[src/rtl/lsu_align.sv]
// Load/store alignment unit in front of a word-indexed data memory.
// Word-crossing accesses are split over two cycles (or rejected when ALLOW_MISALIGNED=0).
module lsu_align #(
  parameter int   ADDR_W           = 8,
  parameter logic ALLOW_MISALIGNED = 1'b1
) (
  input  logic              clk,
  input  logic              rst,
  input  logic              req_valid,
  input  logic              req_store,
  input  logic [2:0]        req_funct3,
  input  logic [31:0]       req_addr,
  input  logic [31:0]       req_wdata,
  output logic              busy,
  output logic              rsp_valid,
  output logic [31:0]       rsp_rdata,
  output logic              misalign_err,
  output logic [ADDR_W-1:0] mem_addr,
  output logic              mem_we,
  output logic [3:0]        mem_wstrb,
  output logic [31:0]       mem_wdata,
  input  logic [31:0]       mem_rdata
);

  typedef enum logic {IDLE, SECOND} state_t;

  state_t state, state_nx;

  logic              store_p1;
  logic [2:0]        f3_p1;
  logic [1:0]        off_p1;
  logic [ADDR_W-1:0] word_p1;
  logic [31:0]       wdata_p1;
  logic [31:0]       lo_p1;

  logic [1:0]        off;
  logic [4:0]        sh;
  logic [2:0]        end_v;
  logic [2:0]        end_p1;
  logic [5:0]        sh_hi;
  logic [3:0]        strb;
  logic [3:0]        strb_hi;
  logic [ADDR_W-1:0] word;
  logic              supported;
  logic              crossing;
  logic              unused_addr;

  function automatic logic [2:0] size_of(input logic [1:0] sz);
    case (sz)
      2'b00:   size_of = 3'd1;
      2'b01:   size_of = 3'd2;
      default: size_of = 3'd4;
    endcase
  endfunction

  function automatic logic [3:0] mask_of(input logic [1:0] sz);
    case (sz)
      2'b00:   mask_of = 4'b0001;
      2'b01:   mask_of = 4'b0011;
      default: mask_of = 4'b1111;
    endcase
  endfunction

  function automatic logic [31:0] extend(input logic [31:0] d, input logic [2:0] f3);
    logic signed [7:0]  b;
    logic signed [15:0] h;
    logic signed [31:0] r;
    b = d[7:0];
    h = d[15:0];
    case (f3)
      3'b000:  r = b;
      3'b001:  r = h;
      3'b100:  r = {24'd0, d[7:0]};
      3'b101:  r = {16'd0, d[15:0]};
      default: r = d;
    endcase
    extend = $unsigned(r);
  endfunction

  assign off         = req_addr[1:0];
  assign sh          = {off, 3'b000};
  assign word        = req_addr[ADDR_W+1:2];
  assign end_v       = {1'b0, off} + size_of(req_funct3[1:0]);
  assign crossing    = end_v > 3'd4;
  assign strb        = mask_of(req_funct3[1:0]) << off;
  assign supported   = (req_funct3 == 3'b000) || (req_funct3 == 3'b001) ||
                       (req_funct3 == 3'b010) || (req_funct3 == 3'b100) ||
                       (req_funct3 == 3'b101);
  assign unused_addr = ^{req_addr[31:ADDR_W+2]};

  // Second half: lanes 0..end-5, data shifted down by the bytes already sent.
  assign end_p1  = {1'b0, off_p1} + size_of(f3_p1[1:0]);
  assign strb_hi = (4'b0001 << end_p1[1:0]) - 4'b0001;
  assign sh_hi   = 6'd32 - {1'b0, off_p1, 3'b000};

  assign busy = (state == SECOND);

  always_ff @(posedge clk or posedge rst) begin
    if (rst) state <= IDLE;
    else     state <= state_nx;
  end

  always_comb begin
    state_nx  = state;
    mem_addr  = word;
    mem_we    = 1'b0;
    mem_wstrb = 4'b0000;
    mem_wdata = 32'd0;
    case (state)
      IDLE: begin
        if (req_valid && supported && (!crossing || ALLOW_MISALIGNED)) begin
          mem_we    = req_store;
          mem_wstrb = req_store ? strb : 4'b0000;
          mem_wdata = req_wdata << sh;
          if (crossing) state_nx = SECOND;
        end
      end
      SECOND: begin
        mem_addr  = word_p1 + ADDR_W'(1);
        mem_we    = store_p1;
        mem_wstrb = store_p1 ? strb_hi : 4'b0000;
        mem_wdata = wdata_p1 >> sh_hi;
        state_nx  = IDLE;
      end
      default: state_nx = IDLE;
    endcase
    if (rst) begin
      mem_we    = 1'b0;
      mem_wstrb = 4'b0000;
    end
  end

  // p0 -> p1: latch first half of a split, register load responses
  always_ff @(posedge clk or posedge rst) begin
    if (rst) begin
      rsp_valid    <= 1'b0;
      rsp_rdata    <= 32'd0;
      misalign_err <= 1'b0;
      store_p1     <= 1'b0;
      f3_p1        <= 3'd0;
      off_p1       <= 2'd0;
      word_p1      <= '0;
      wdata_p1     <= 32'd0;
      lo_p1        <= 32'd0;
    end else begin
      rsp_valid    <= 1'b0;
      misalign_err <= 1'b0;
      case (state)
        IDLE: begin
          if (req_valid && supported) begin
            if (!crossing) begin
              if (!req_store) begin
                rsp_valid <= 1'b1;
                rsp_rdata <= extend(mem_rdata >> sh, req_funct3);
              end
            end else if (ALLOW_MISALIGNED) begin
              store_p1 <= req_store;
              f3_p1    <= req_funct3;
              off_p1   <= off;
              word_p1  <= word;
              wdata_p1 <= req_wdata;
              lo_p1    <= mem_rdata >> sh;
            end else begin
              misalign_err <= 1'b1;
            end
          end
        end
        SECOND: begin
          if (!store_p1) begin
            rsp_valid <= 1'b1;
            rsp_rdata <= extend(lo_p1 | (mem_rdata << sh_hi), f3_p1);
          end
        end
        default: ;
      endcase
    end
  end

endmodule

[config.mk]
export PLATFORM = sky130hd
export DESIGN_NAME = lsu_align
export DESIGN_NICKNAME = d
export VERILOG_FILES = /design/src/rtl/lsu_align.sv
export SDC_FILE = /design/constraint.sdc
export NUM_CORES = 1
export LEC_CHECK = 0
export ABC_AREA = 1
export CORE_MARGIN = 2
export CORE_UTILIZATION = 30
export DETAILED_ROUTE_END_ITERATION = 8
export PLACE_DENSITY_LB_ADDON = 0.12
export REMOVE_ABC_BUFFERS = 1
export SETUP_SLACK_MARGIN = 0.2
export SYNTH_ARGS = -nofsm -noshare
export SYNTH_HDL_FRONTEND = slang
export SYNTH_SLANG_ARGS = --single-unit
[constraint.sdc]
create_clock -name clk -period 7.9 [get_ports clk]
set_input_delay 1.58 -clock clk [delete_from_list [all_inputs] [get_ports clk]]
set_output_delay 1.58 -clock clk [all_outputs]
set_load 0.05 [all_outputs]
==> report_table.html, run 1 <==
<table>
<tr><th>Metric</th><th>Value</th></tr>
<tr><th colspan="2">Run status</th></tr>
<tr><td>Status</td><td>complete, no violations</td></tr>
<tr><th colspan="2">Clock tree</th></tr>
<tr><td>Root Buffer</td><td>clkbuf_16</td></tr>
<tr><td>Skew-Pair Late Insertion Delay</td><td>between 0.3 and 0.4 ns</td></tr>
<tr><td>CTS Hold Bufs</td><td>0</td></tr>
<tr><td>Number of buffers inserted to repair setup after CTS</td><td>0</td></tr>
<tr><td>CTS tree</td><td>done</td></tr>
<tr><td>Deepest clock path buffer count</td><td>2</td></tr>
<tr><td>Count of instances resized after the clock tree is built</td><td>0</td></tr>
<tr><td>Number of clock buffers inserted by TritonCTS</td><td>9</td></tr>
<tr><td>Total number of clock tree sinks</td><td>~110</td></tr>
<tr><td>Clock slew at reported path FFs</td><td>roughly 0.08 ns</td></tr>
<tr><td>Count of H-tree levels built during CTS</td><td>3</td></tr>
<tr><th colspan="2">Synthesis</th></tr>
<tr><td>Top-count cell post-synth</td><td>nand2_1</td></tr>
<tr><td>Share of the synthesized area in the top cell type</td><td>between 30% and 40%</td></tr>
<tr><td>Area of the mapped netlist</td><td>0.00748 sq mm</td></tr>
<tr><td>Post-Synth XOR/XNOR Area</td><td>less than 1%</td></tr>
<tr><td>Share of the synthesized area in compound gates (AO/OA/AOI/OAI)</td><td>17.0%</td></tr>
<tr><td>Post-synth EDFFs</td><td>0</td></tr>
<tr><td>Synth warn</td><td>0</td></tr>
<tr><td>Synth Area in Simple Gates</td><td>33.3%</td></tr>
<tr><td>Adder-cell share of the synthesized area</td><td>around 1.1%</td></tr>
<tr><td>Average cell area after synthesis</td><td>approximately 6.5 sq um</td></tr>
<tr><td>Top post-synthesis cells by count</td><td>420 x nand2_1, 139 x o21ai_0, 131 x nand3_1</td></tr>
<tr><td>Post-synthesis async set-or-reset flop share</td><td>between 90% and 100%</td></tr>
<tr><td>Combinational family with the most area after synthesis</td><td>simple AND/OR/NAND/NOR gates</td></tr>
<tr><td>Count of distinct cell types in the synthesized netlist</td><td>32</td></tr>
<tr><td>Share of synthesized area spent on multiplexers</td><td>0.937%</td></tr>
<tr><td>Number of storage elements in the synthesis netlist</td><td>112</td></tr>
<tr><td>Sequential share of the synthesized area</td><td>37.5%</td></tr>
<tr><td>Cell count after synthesis</td><td>about 1200</td></tr>
<tr><td>Leading area contributor after synthesis</td><td>dfrtp_1</td></tr>
<tr><td>Top cells by area, synth</td><td>dfrtp_1 37%, nand2_1 21%, o21ai_0 9.3%, nand3_1 8.8%, inv_1 4.9%</td></tr>
<tr><td>Primary flip-flop cell chosen by synthesis mapping</td><td>dfrtp_1</td></tr>
<tr><th colspan="2">Worst setup path</th></tr>
<tr><td>Cell chain of the critical path</td><td>inv_1, buf_4, ha_1, nor2_2, buf_4, inv_1, nor2_2, buf_4, inv_1, a21oi_1, a31oi_1, o21ai_0, clkdlybuf4s50_1</td></tr>
<tr><td>Stage delay of the slowest cell on the critical path</td><td>around 0.86 ns</td></tr>
<tr><td>Count of buffer and inverter cells on the critical path</td><td>7</td></tr>
<tr><td>Worst-path fanout max</td><td>49</td></tr>
<tr><td>Worst EP required</td><td>between 6 and 7 ns</td></tr>
<tr><td>Type of element launching the critical path</td><td>flip-flop</td></tr>
<tr><td>CP delay by family, top</td><td>buffers and inverters</td></tr>
<tr><td>Cell with the largest stage delay on the worst path</td><td>clkdlybuf4s50_1</td></tr>
<tr><td>Endpoint type of the worst setup path</td><td>primary output</td></tr>
<tr><td>Crit Path Category</td><td>flip-flop to primary output</td></tr>
<tr><td>CP arrival</td><td>about 4.4 ns</td></tr>
<tr><th colspan="2">Pwr</th></tr>
<tr><td>Power Dens Cells</td><td>267 mW/mm^2</td></tr>
<tr><td>Largest vdd supply drop</td><td>between 0.15 and 0.2 mV</td></tr>
<tr><td>Static leakage power</td><td>between 0.004 and 0.005 uW</td></tr>
<tr><th colspan="2">Layout</th></tr>
<tr><td>Fraction of layout cells with a size suffix above 1</td><td>4.34%</td></tr>
<tr><td>Count of antenna diodes in the layout</td><td>0</td></tr>
<tr><td>Layout Nets</td><td>roughly 1400</td></tr>
<tr><td>Synthesis-to-layout area growth</td><td>28.1%</td></tr>
<tr><td>Utilization after layout</td><td>approximately two fifths</td></tr>
<tr><th colspan="2">Global routing</th></tr>
<tr><td>First-pass GRT wire length</td><td>43100 um</td></tr>
<tr><td>Maximum number of pins on one net before global-route repair</td><td>72</td></tr>
<tr><td>Total track usage</td><td>between 20% and 30%</td></tr>
<tr><td>Vias in the first global route</td><td>between 7000 and 8000</td></tr>
<tr><td>Initial antenna violation count</td><td>0</td></tr>
<tr><td>Overall overflow remaining after global route</td><td>0</td></tr>
<tr><th colspan="2">STA</th></tr>
<tr><td>Slew of the pin with the lowest slew margin</td><td>about 1.1 ns</td></tr>
<tr><td>Setup repair after global routing missed its margin</td><td>false</td></tr>
<tr><td>Max-Slew Margin vs Limit</td><td>between 20% and 30%</td></tr>
<tr><td>Final cycle utilization of the critical path</td><td>~75%</td></tr>
<tr><td>Min Tclk post-route</td><td>5.96 ns</td></tr>
<tr><td>Hold Worst Slack</td><td>about 0.48 ns</td></tr>
<tr><td>Setup Viol. Count Final</td><td>0</td></tr>
<tr><td>Hold Vio Cnt, Final</td><td>0</td></tr>
<tr><td>Number of slew-limit violations in the final report</td><td>0</td></tr>
<tr><td>Clk_skew</td><td>~0.013 ns</td></tr>
<tr><td>Post-Route Setup TNS</td><td>0 ns</td></tr>
<tr><td>Maximum achievable frequency</td><td>between 150 and 200 MHz</td></tr>
<tr><th colspan="2">Floorplan</th></tr>
<tr><td>Placeable Area</td><td>around 0.024 sq mm</td></tr>
<tr><td>Die boundary width</td><td>roughly 160 um</td></tr>
<tr><td>Chip height</td><td>around 160 um</td></tr>
<tr><td>Initial Utilization</td><td>around 30%</td></tr>
<tr><td>Floorplan row count</td><td>57</td></tr>
<tr><td>Boundary Pins</td><td>approximately 180</td></tr>
<tr><td>Area enclosed by the die boundary</td><td>approximately 0.026 sq mm</td></tr>
<tr><th colspan="2">Worst hold path</th></tr>
<tr><td>Hold WC Path Type</td><td>flip-flop to flip-flop</td></tr>
<tr><th colspan="2">Job</th></tr>
<tr><td>MaxCap Viol Count</td><td>0</td></tr>
<tr><th colspan="2">Drt</th></tr>
<tr><td>Violation count after the first detailed-route iteration</td><td>665</td></tr>
<tr><td>Detailed-router iteration count before antenna repair</td><td>6</td></tr>
<tr><td>Average vias per placed instance</td><td>5.10</td></tr>
<tr><td>Overall routed net length</td><td>between 20000 and 30000 um</td></tr>
<tr><td>Drc violations</td><td>0</td></tr>
<tr><td>Via total after detailed routing</td><td>between 8000 and 9000</td></tr>
<tr><td>Avg WL per Cell</td><td>~17 um</td></tr>
<tr><td>Residual antenna-violating net count after detailed routing</td><td>0</td></tr>
<tr><th colspan="2">Placement</th></tr>
<tr><td>Buffers on Ports</td><td>159</td></tr>
<tr><td>Hpwl dp</td><td>roughly 17000 um</td></tr>
<tr><td>Final weighted congestion in routability-driven placement</td><td>about 0.8</td></tr>
</table>
## routing by layer
layer	part of all wire [%]	GRT usage, %	wire, um	vias to the layer above
met1	46	29.0	12700	3841
met2	46	34.0	12500	288
met5	0	0	0	-
met4	1.8	5.87	483	0
li1	-	-	-	3954
met3	6.5	2.91	1770	39
## layout by cell type (no fill, tap or decap), types with 3 or more instances in the layout
cell	count
xor2_1	3
nor2_2	4
o221ai_1	8
a22oi_1	4
nand3_1	131
ha_1	5
nor3_1	6
mux2i_1	7
inv_6	3
clkdlybuf4s50_1	157
a31oi_1	7
clkinv_1	4
clkbuf_16	9
o21ai_1	22
o21ai_0	139
nor2_1	31
buf_4	16
or2_2	9
nand2_1	420
o211ai_1	8
dfrtp_1	111
a21oi_1	48
inv_1	97
## flip-flops by register name, indices dropped and copies added, names as in the netlist
signal	flops
lo_p1	32
rsp_rdata	32
wdata_p1	32
word_p1	8
f3_p1	3
off_p1	2
busy	1
rsp_valid	1
store_p1	1
## area by class of cell
class                           count  area, sq um
Multi-Input combinational cell    861         3950
Tap cell                          324          405
Clock buffer                        9          225
Clock inverter                      7          103
Inverter                          104          393
Timing Repair Buffer              175         1700
Fill cell                        2670        14800
Sequential cell                   112         2800
## path summary, 6_finish.rpt
check	from	to	slack, ns	cells after the start
max reg2reg	off_p1[0]	rsp_rdata[31]	4.74	13
min in group asynchronous	rst	lo_p1[24]	1.54	2
max	off_p1[0]	mem_wdata[13]	1.94	13
max in group asynchronous	rst	lo_p1[12]	4.64	4
min reg2reg	rsp_rdata[4]	rsp_rdata[4]	0.48	2
min	rsp_rdata[4]	rsp_rdata[4]	0.48	2
## worst register-to-register path: stages (launching register included)
cell	delay (ns)
dfrtp_2	0.40
inv_1	0.05
buf_4	0.48
ha_1	0.36
nor2_2	0.11
buf_4	0.33
nand2_1	0.10
nand3_1	0.11
nand2_1	0.47
nand2_1	0.21
inv_1	0.21
nand2_1	0.12
nand3_1	0.08
nand2_1	0.09
## metrics by stage
| stage | setup WS (ns) | cells | cell area [sq um] | total power [uW] |
|---|---|---|---|---|
| finish | 1.94 | 1592 | 9580 | 2550 |
| CTS | 1.92 | 1592 | 9580 | 2580 |
| global placement | 1.93 | 1576 | 9260 | 2040 |
| global route | 1.65 | 1592 | 9580 | 2720 |
| floorplan | 0.526 | 1077 | 7140 | 1610 |
| detailed placement | 1.96 | 1576 | 9260 | 2050 |
## power by group
| part | internal, uW | total (uW) | switching, uW | leakage (uW) |
|---|---|---|---|---|
| Clock | 283 | 516 | 233 | 0.000157 |
| Sequential | 738 | 848 | 110 | 0.00142 |
| Combinational | 386 | 1190 | 804 | 0.00297 |
## cell families after synthesis
logic type / after synthesis
simple gates: 605
flops: 112
xor+xnor: 3
compound gates: 239
mux: 7
other cells: 1
fa+ha+maj: 6
buf+inv: 179
Power figures use the tool's default switching activity.
==> inputs of run 2 (changes only) <==
==> constraint.sdc (replaced) <==
create_clock -name clk -period 4.9 [get_ports clk]
set_input_delay 0.98 -clock clk [delete_from_list [all_inputs] [get_ports clk]]
set_output_delay 0.98 -clock clk [all_outputs]
set_load 0.05 [all_outputs]
==> run 2 against run 1 <==
Net effect: worst hold slack got worse by 0.0023 ns; via count down 1.2%; combinational power rose by 70%.
==> report_table.html, run 2 (synthesis results as in run 1) <==
<table>
<tr><th>Metric</th><th>Value</th></tr>
<tr><th colspan="2">Pwr</th></tr>
<tr><td>Static leakage power</td><td>about 0.0047 uW</td></tr>
<tr><td>Largest vdd supply drop</td><td>roughly 0.23 mV</td></tr>
<tr><td>Power Total</td><td>4120 uW</td></tr>
<tr><td>Power Dens Cells</td><td>414 mW/mm^2</td></tr>
<tr><th colspan="2">Placement</th></tr>
<tr><td>Final weighted congestion in routability-driven placement</td><td>slightly above 0.8</td></tr>
<tr><td>Hpwl dp</td><td>approximately 18000 um</td></tr>
<tr><td>Placed insts</td><td>1583</td></tr>
<tr><td>Buffers on Ports</td><td>159</td></tr>
<tr><th colspan="2">Global routing</th></tr>
<tr><td>First-pass GRT wire length</td><td>around 43000 um</td></tr>
<tr><td>Initial antenna violation count</td><td>0</td></tr>
<tr><td>Overall overflow remaining after global route</td><td>0</td></tr>
<tr><td>Vias in the first global route</td><td>7702</td></tr>
<tr><td>Maximum number of pins on one net before global-route repair</td><td>70</td></tr>
<tr><td>Total track usage</td><td>approximately a fifth</td></tr>
<tr><th colspan="2">STA</th></tr>
<tr><td>Clk_skew</td><td>roughly 0.013 ns</td></tr>
<tr><td>Slew of the pin with the lowest slew margin</td><td>a little over 0.8 ns</td></tr>
<tr><td>Hold Vio Cnt, Final</td><td>0</td></tr>
<tr><td>Final cycle utilization of the critical path</td><td>between 80% and 90%</td></tr>
<tr><td>Setup Viol. Count Final</td><td>0</td></tr>
<tr><td>Maximum achievable frequency</td><td>between 200 and 250 MHz</td></tr>
<tr><td>Max-Slew Margin vs Limit</td><td>between 40% and 50%</td></tr>
<tr><td>Post-Route Setup TNS</td><td>0 ns</td></tr>
<tr><td>Number of slew-limit violations in the final report</td><td>0</td></tr>
<tr><td>Hold Worst Slack</td><td>0.474 ns</td></tr>
<tr><td>Min Tclk post-route</td><td>around 4 ns</td></tr>
<tr><td>Setup repair after global routing missed its margin</td><td>false</td></tr>
<tr><th colspan="2">Drt</th></tr>
<tr><td>Violation count after the first detailed-route iteration</td><td>~670</td></tr>
<tr><td>Average vias per placed instance</td><td>between 5 and 6</td></tr>
<tr><td>Drc violations</td><td>0</td></tr>
<tr><td>Residual antenna-violating net count after detailed routing</td><td>0</td></tr>
<tr><td>Via total after detailed routing</td><td>approximately 8000</td></tr>
<tr><td>Avg WL per Cell</td><td>17.4 um</td></tr>
<tr><td>Overall routed net length</td><td>27800 um</td></tr>
<tr><td>Detailed-router iteration count before antenna repair</td><td>5</td></tr>
<tr><th colspan="2">Floorplan</th></tr>
<tr><td>Initial Utilization</td><td>a little under a third</td></tr>
<tr><td>Boundary Pins</td><td>about 180</td></tr>
<tr><td>Area enclosed by the die boundary</td><td>0.0262 sq mm</td></tr>
<tr><td>Chip height</td><td>roughly 160 um</td></tr>
<tr><td>Die boundary width</td><td>162 um</td></tr>
<tr><td>Floorplan row count</td><td>57</td></tr>
<tr><td>Placeable Area</td><td>around 0.024 sq mm</td></tr>
<tr><th colspan="2">Clock tree</th></tr>
<tr><td>Count of H-tree levels built during CTS</td><td>3</td></tr>
<tr><td>Skew-Pair Late Insertion Delay</td><td>around 0.36 ns</td></tr>
<tr><td>Clock slew at reported path FFs</td><td>~0.070 ns</td></tr>
<tr><td>Deepest clock path buffer count</td><td>2</td></tr>
<tr><td>Total number of clock tree sinks</td><td>approximately 110</td></tr>
<tr><td>Count of instances resized after the clock tree is built</td><td>0</td></tr>
<tr><td>Number of buffers inserted to repair setup after CTS</td><td>0</td></tr>
<tr><td>CTS tree</td><td>done</td></tr>
<tr><td>Root Buffer</td><td>clkbuf_16</td></tr>
<tr><td>CTS Hold Bufs</td><td>0</td></tr>
<tr><td>Number of clock buffers inserted by TritonCTS</td><td>9</td></tr>
<tr><th colspan="2">Worst setup path</th></tr>
<tr><td>Crit Path Category</td><td>input port to primary output</td></tr>
<tr><td>CP arrival</td><td>between 3 and 4 ns</td></tr>
<tr><td>Depth of the critical timing path with buffers and inverters included</td><td>6</td></tr>
<tr><td>Worst EP required</td><td>between 3 and 4 ns</td></tr>
<tr><td>Worst flop-to-flop path startpoint</td><td>off_p1[0]</td></tr>
<tr><td>Cell with the largest stage delay on the worst path</td><td>buf_4</td></tr>
<tr><td>Critical path capture point</td><td>mem_wstrb[2]</td></tr>
<tr><td>CP delay by family, top</td><td>buffers and inverters</td></tr>
<tr><td>Register-to-register setup slack</td><td>about 2.1 ns</td></tr>
<tr><td>Cell chain of the critical path</td><td>buf_2, buf_4, nand2_1, a31o_2, nor2_1, buf_12</td></tr>
<tr><td>Beginning of the critical path</td><td>req_addr[1]</td></tr>
<tr><td>Worst reg2reg endpoint</td><td>rsp_rdata[29]</td></tr>
<tr><td>Endpoint type of the worst setup path</td><td>primary output</td></tr>
<tr><td>Count of buffer and inverter cells on the critical path</td><td>3</td></tr>
<tr><td>Stage delay of the slowest cell on the critical path</td><td>between 0.4 and 0.5 ns</td></tr>
<tr><td>Worst r2r path cells</td><td>10</td></tr>
<tr><td>Worst-path fanout max</td><td>33</td></tr>
<tr><td>Type of element launching the critical path</td><td>input port</td></tr>
<tr><th colspan="2">Layout</th></tr>
<tr><td>Fraction of layout cells with a size suffix above 1</td><td>under 10%</td></tr>
<tr><td>Most used cells in the layout excluding fill and tap cells</td><td>420 x nand2_1, 139 x o21ai_0, 131 x nand3_1</td></tr>
<tr><td>Layout Nets</td><td>approximately 1400</td></tr>
<tr><td>Synthesis-to-layout area growth</td><td>33.0%</td></tr>
<tr><td>Count of antenna diodes in the layout</td><td>0</td></tr>
<tr><td>Count of non-filler cells in the finished layout</td><td>about 1600</td></tr>
<tr><td>Largest registers in the final layout</td><td>lo_p1: 32 flops, rsp_rdata: 32 flops, wdata_p1: 32 flops</td></tr>
<tr><td>Multi-input gate area</td><td>a little under 0.004 sq mm</td></tr>
<tr><td>Most common library cell in the layout ignoring fill and taps</td><td>nand2_1</td></tr>
<tr><td>Register area</td><td>about 0.0028 sq mm</td></tr>
<tr><td>Filler cells</td><td>~2700</td></tr>
<tr><th colspan="2">Job</th></tr>
<tr><td>MaxCap Viol Count</td><td>0</td></tr>
<tr><th colspan="2">Run status</th></tr>
<tr><td>Status</td><td>complete, no violations</td></tr>
<tr><th colspan="2">Worst hold path</th></tr>
<tr><td>Hold WC Path Type</td><td>flip-flop to flip-flop</td></tr>
</table>
-- run 2: cell count changes in the layout (fill, tap and decap cells not counted) --
| cell | delta |
|---|---|
| buf_4 | +8 |
| nor2_2 | -1 |
| clkbuf_1 | +2 |
| buf_12 | +36 |
| clkdlybuf4s50_1 | -37 |
| bufinv_16 | -2 |
| inv_6 | -2 |
| nor2_1 | +1 |
| clkbuf_8 | +1 |
| inv_8 | +1 |
-- run 2: how the worst min path moves through the flow --
stage	startpoint	end	slack, ns	cells after the start
after CTS	lo_p1[13]	lo_p1[13]	0.48	2
final	rsp_rdata[4]	rsp_rdata[4]	0.47	2
after global routing	rsp_rdata[4]	rsp_rdata[4]	0.49	2
after floorplan	lo_p1[10]	lo_p1[10]	0.44	2
after detailed placement	lo_p1[13]	lo_p1[13]	0.46	2
after global placement	lo_p1[12]	lo_p1[12]	0.46	2
-- run 2: where the power goes --
group	switching [uW]	internal [uW]
Combinational	1330	689
Clock	372	367
Sequential	164	1190
-- run 2: final cells by class --
class / instances / area share, %
Inverter: 104 / 3.95
Multi-Input combinational cell: 861 / 39.7
Clock buffer: 12 / 2.48
Clock inverter: 4 / 0.365
Timing Repair Buffer: 182 / 21.2
Tap cell: 324 / 4.08
Sequential cell: 112 / 28.2
-- run 2: routing by layer --
metal / track usage [%] / part of all wire [%] / vias up
li1: - / - / 3978
met1: 30.2 / 48 / 3798
met2: 33.8 / 46 / 221
met3: 2.71 / 4.5 / 24
met4: 4.83 / 1.2 / 0
met5: 0 / 0 / -
-- run 2: worst reg2reg max path, delay by kind of cell, from the launching register on --
family	cells	cell delay (ns)
buffers and inverters	2	0.96
DFF	1	0.35
and+or+nand+nor	8	1.35
-- run 2: through the flow --
stage | util (%) | setup slack (ns) | cell area [sq um]
after floorplan | - | -1.87 | 7140
after global placement | 39.6 | 0.877 | 9660
after detailed placement | 39.6 | 0.886 | 9660
after CTS | 40.8 | 0.868 | 9950
after global routing | 40.8 | 0.742 | 9950
final | 40.8 | 0.821 | 9950
==> inputs of run 3 (changes only) <==
==> constraint.sdc (replaced) <==
create_clock -name clk -period 3.68 [get_ports clk]
set_input_delay 0.736 -clock clk [delete_from_list [all_inputs] [get_ports clk]]
set_output_delay 0.736 -clock clk [all_outputs]
set_load 0.05 [all_outputs]
==> run 3 against run 2 <==
Net effect: worst setup slack lost 0.51 ns; largest cell class unchanged; largest power group unchanged; first-iteration DRC count grew 2.7%; cell count grew 0.75%; clock skew shrank 0.0036 ns; register-to-register slack lost 1.0 ns.
==> report_table.html, run 3 (synthesis results as in run 1) <==
<table>
<tr><th>Metric</th><th>Value</th></tr>
<tr><th colspan="2">Drt</th></tr>
<tr><td>Drc violations</td><td>0</td></tr>
<tr><td>Avg WL per Cell</td><td>17.1 um</td></tr>
<tr><td>Residual antenna-violating net count after detailed routing</td><td>0</td></tr>
<tr><td>Violation count after the first detailed-route iteration</td><td>684</td></tr>
<tr><td>Via total after detailed routing</td><td>about 8100</td></tr>
<tr><td>Overall routed net length</td><td>~28000 um</td></tr>
<tr><td>Detailed-router iteration count before antenna repair</td><td>7</td></tr>
<tr><td>Average vias per placed instance</td><td>5.04</td></tr>
<tr><th colspan="2">Layout</th></tr>
<tr><td>Largest registers in the final layout</td><td>lo_p1: 32 flops, rsp_rdata: 32 flops, wdata_p1: 32 flops</td></tr>
<tr><td>Most common library cell in the layout ignoring fill and taps</td><td>nand2_1</td></tr>
<tr><td>Most used cells in the layout excluding fill and tap cells</td><td>419 x nand2_1, 135 x o21ai_0, 131 x nand3_1</td></tr>
<tr><td>Layout Nets</td><td>1391</td></tr>
<tr><td>Filler cells</td><td>about 2600</td></tr>
<tr><td>Utilization after layout</td><td>between 40% and 50%</td></tr>
<tr><td>Count of antenna diodes in the layout</td><td>0</td></tr>
<tr><td>Synthesis-to-layout area growth</td><td>35.6%</td></tr>
<tr><td>Fraction of layout cells with a size suffix above 1</td><td>9.01%</td></tr>
<tr><th colspan="2">Floorplan</th></tr>
<tr><td>Floorplan row count</td><td>57</td></tr>
<tr><td>Area enclosed by the die boundary</td><td>0.0262 sq mm</td></tr>
<tr><td>Die boundary width</td><td>approximately 160 um</td></tr>
<tr><td>Boundary Pins</td><td>about 180</td></tr>
<tr><td>Placeable Area</td><td>around 0.024 sq mm</td></tr>
<tr><td>Initial Utilization</td><td>30.7%</td></tr>
<tr><td>Chip height</td><td>approximately 160 um</td></tr>
<tr><th colspan="2">Worst setup path</th></tr>
<tr><td>Register-to-register setup slack</td><td>about 1.1 ns</td></tr>
<tr><td>Crit Path Category</td><td>input port to primary output</td></tr>
<tr><td>Worst r2r path cells</td><td>12</td></tr>
<tr><td>Type of element launching the critical path</td><td>input port</td></tr>
<tr><td>Cell chain of the critical path</td><td>clkdlybuf4s50_1, o21ai_1, nand2_2, nor2_2, nand2_1, buf_4, o21ai_0, buf_12</td></tr>
<tr><td>Worst EP required</td><td>2.94 ns</td></tr>
<tr><td>Stage delay of the slowest cell on the critical path</td><td>between 0.6 and 0.7 ns</td></tr>
<tr><td>Worst reg2reg endpoint</td><td>rsp_rdata[29]</td></tr>
<tr><td>Worst flop-to-flop path startpoint</td><td>off_p1[0]</td></tr>
<tr><td>CP arrival</td><td>between 2 and 3 ns</td></tr>
<tr><td>Endpoint type of the worst setup path</td><td>primary output</td></tr>
<tr><td>Cell with the largest stage delay on the worst path</td><td>clkdlybuf4s50_1</td></tr>
<tr><td>Worst-path fanout max</td><td>16</td></tr>
<tr><th colspan="2">Global routing</th></tr>
<tr><td>Vias in the first global route</td><td>around 8000</td></tr>
<tr><td>Initial antenna violation count</td><td>0</td></tr>
<tr><td>Global-route layer with the greatest usage</td><td>met2</td></tr>
<tr><td>Met2 routing resource usage after global routing</td><td>around 34%</td></tr>
<tr><td>GRT met1 Usage</td><td>30.0%</td></tr>
<tr><td>Global-route met3 utilization</td><td>roughly 3.4%</td></tr>
<tr><td>Overall overflow remaining after global route</td><td>0</td></tr>
<tr><td>Total track usage</td><td>a little over a fifth</td></tr>
<tr><td>Maximum number of pins on one net before global-route repair</td><td>98</td></tr>
<tr><td>First-pass GRT wire length</td><td>about 44000 um</td></tr>
<tr><th colspan="2">Worst hold path</th></tr>
<tr><td>Startpoint of the lowest-slack hold path</td><td>rsp_rdata[3]</td></tr>
<tr><td>Hold WC Path Type</td><td>flip-flop to flip-flop</td></tr>
<tr><td>Hold depth</td><td>2</td></tr>
<tr><td>Worst min-delay path endpoint</td><td>rsp_rdata[3]</td></tr>
<tr><th colspan="2">Placement</th></tr>
<tr><td>Placement Setup Slack</td><td>~0.12 ns</td></tr>
<tr><td>Final weighted congestion in routability-driven placement</td><td>~0.81</td></tr>
<tr><td>Buffers on Ports</td><td>159</td></tr>
<tr><td>Hpwl dp</td><td>~18000 um</td></tr>
<tr><th colspan="2">STA</th></tr>
<tr><td>Setup Viol. Count Final</td><td>0</td></tr>
<tr><td>Min Tclk post-route</td><td>roughly 3.4 ns</td></tr>
<tr><td>Hold Worst Slack</td><td>around 0.47 ns</td></tr>
<tr><td>Clk_skew</td><td>0.00928 ns</td></tr>
<tr><td>Setup repair after global routing missed its margin</td><td>true</td></tr>
<tr><td>Max-Slew Margin vs Limit</td><td>55.2%</td></tr>
<tr><td>Slew of the pin with the lowest slew margin</td><td>0.671 ns</td></tr>
<tr><td>Number of slew-limit violations in the final report</td><td>0</td></tr>
<tr><td>Final cycle utilization of the critical path</td><td>between 90% and 100%</td></tr>
<tr><td>Hold Vio Cnt, Final</td><td>0</td></tr>
<tr><td>Maximum achievable frequency</td><td>between 200 and 300 MHz</td></tr>
<tr><td>Final worst-path setup slack</td><td>about 0.31 ns</td></tr>
<tr><th colspan="2">Pwr</th></tr>
<tr><td>Static leakage power</td><td>between 0.004 and 0.005 uW</td></tr>
<tr><td>Power Total</td><td>~5600 uW</td></tr>
<tr><td>Power Dens Cells</td><td>approximately 550 mW/mm^2</td></tr>
<tr><td>Largest vdd supply drop</td><td>0.295 mV</td></tr>
<tr><th colspan="2">Run status</th></tr>
<tr><td>Status</td><td>complete, no violations</td></tr>
<tr><th colspan="2">Clock tree</th></tr>
<tr><td>Skew-Pair Late Insertion Delay</td><td>0.36 ns</td></tr>
<tr><td>Number of buffers inserted to repair setup after CTS</td><td>0</td></tr>
<tr><td>Root Buffer</td><td>clkbuf_16</td></tr>
<tr><td>Deepest clock path buffer count</td><td>2</td></tr>
<tr><td>Clock slew at reported path FFs</td><td>~0.070 ns</td></tr>
<tr><td>Total number of clock tree sinks</td><td>about 110</td></tr>
<tr><td>Number of clock buffers inserted by TritonCTS</td><td>9</td></tr>
<tr><td>CTS Hold Bufs</td><td>0</td></tr>
<tr><td>CTS tree</td><td>done</td></tr>
<tr><td>Count of H-tree levels built during CTS</td><td>3</td></tr>
<tr><td>Count of instances resized after the clock tree is built</td><td>0</td></tr>
<tr><th colspan="2">Job</th></tr>
<tr><td>MaxCap Viol Count</td><td>0</td></tr>
</table>
run 3: worst max-delay path by stage:
stage,startpoint,to,slack (ns)
after floorplan,off_p1[0],mem_wdata[16],-2.85
after global placement,req_funct3[1],rsp_rdata[27],0.15
after detailed placement,req_funct3[1],rsp_rdata[12],0.12
after CTS,req_funct3[1],mem_wdata[15],0.22
after global routing,req_funct3[1],mem_wdata[10],0.17
final,req_funct3[1],mem_wdata[10],0.31
run 3: layer usage:
metal / vias up / share of wire [%] / routed length (um)
met1: 3840 / 46 / 12700
li1: 3985 / - / -
met4: 0 / 1.5 / 399
met3: 30 / 6.5 / 1780
met5: - / 0 / 0
met2: 265 / 46 / 12600
run 3: power breakdown:
group | internal (uW) | leakage (uW) | switching, uW
combinational | 946 | 0.00327 | 1780
clock | 568 | 0.000143 | 463
sequential | 1580 | 0.00142 | 213
run 3: layout make-up:
cell class	instances	area, sq um	share of cell area (%)
inverters	104	397	3.91
flip-flops and latches	112	2800	27.6
clock inverters	2	37.5	0.370
well taps	324	405	4.00
multi-input cells	861	3950	39.0
repair buffers	194	2280	22.5
clock buffers	14	264	2.60
run 3: critical path, delay by kind of cell:
kind                   cells  cell delay [ns]
AOI/OAI and AO/OA          2             0.55
and+or+nand+nor            3             0.30
buffers and inverters      3             1.03
run 3: through the flow:
| step | instances | area (sq um) | setup TNS, ns |
|---|---|---|---|
| 3_5_place_dp | 1595 | 9840 | 0 |
| 5_1_grt | 1611 | 10100 | 0 |
| 3_3_place_gp | 1595 | 9840 | 0 |
| 2_1_floorplan | 1077 | 7140 | -145.48 |
| 4_1_cts | 1611 | 10100 | 0 |
| 6_report | 1611 | 10100 | 0 |
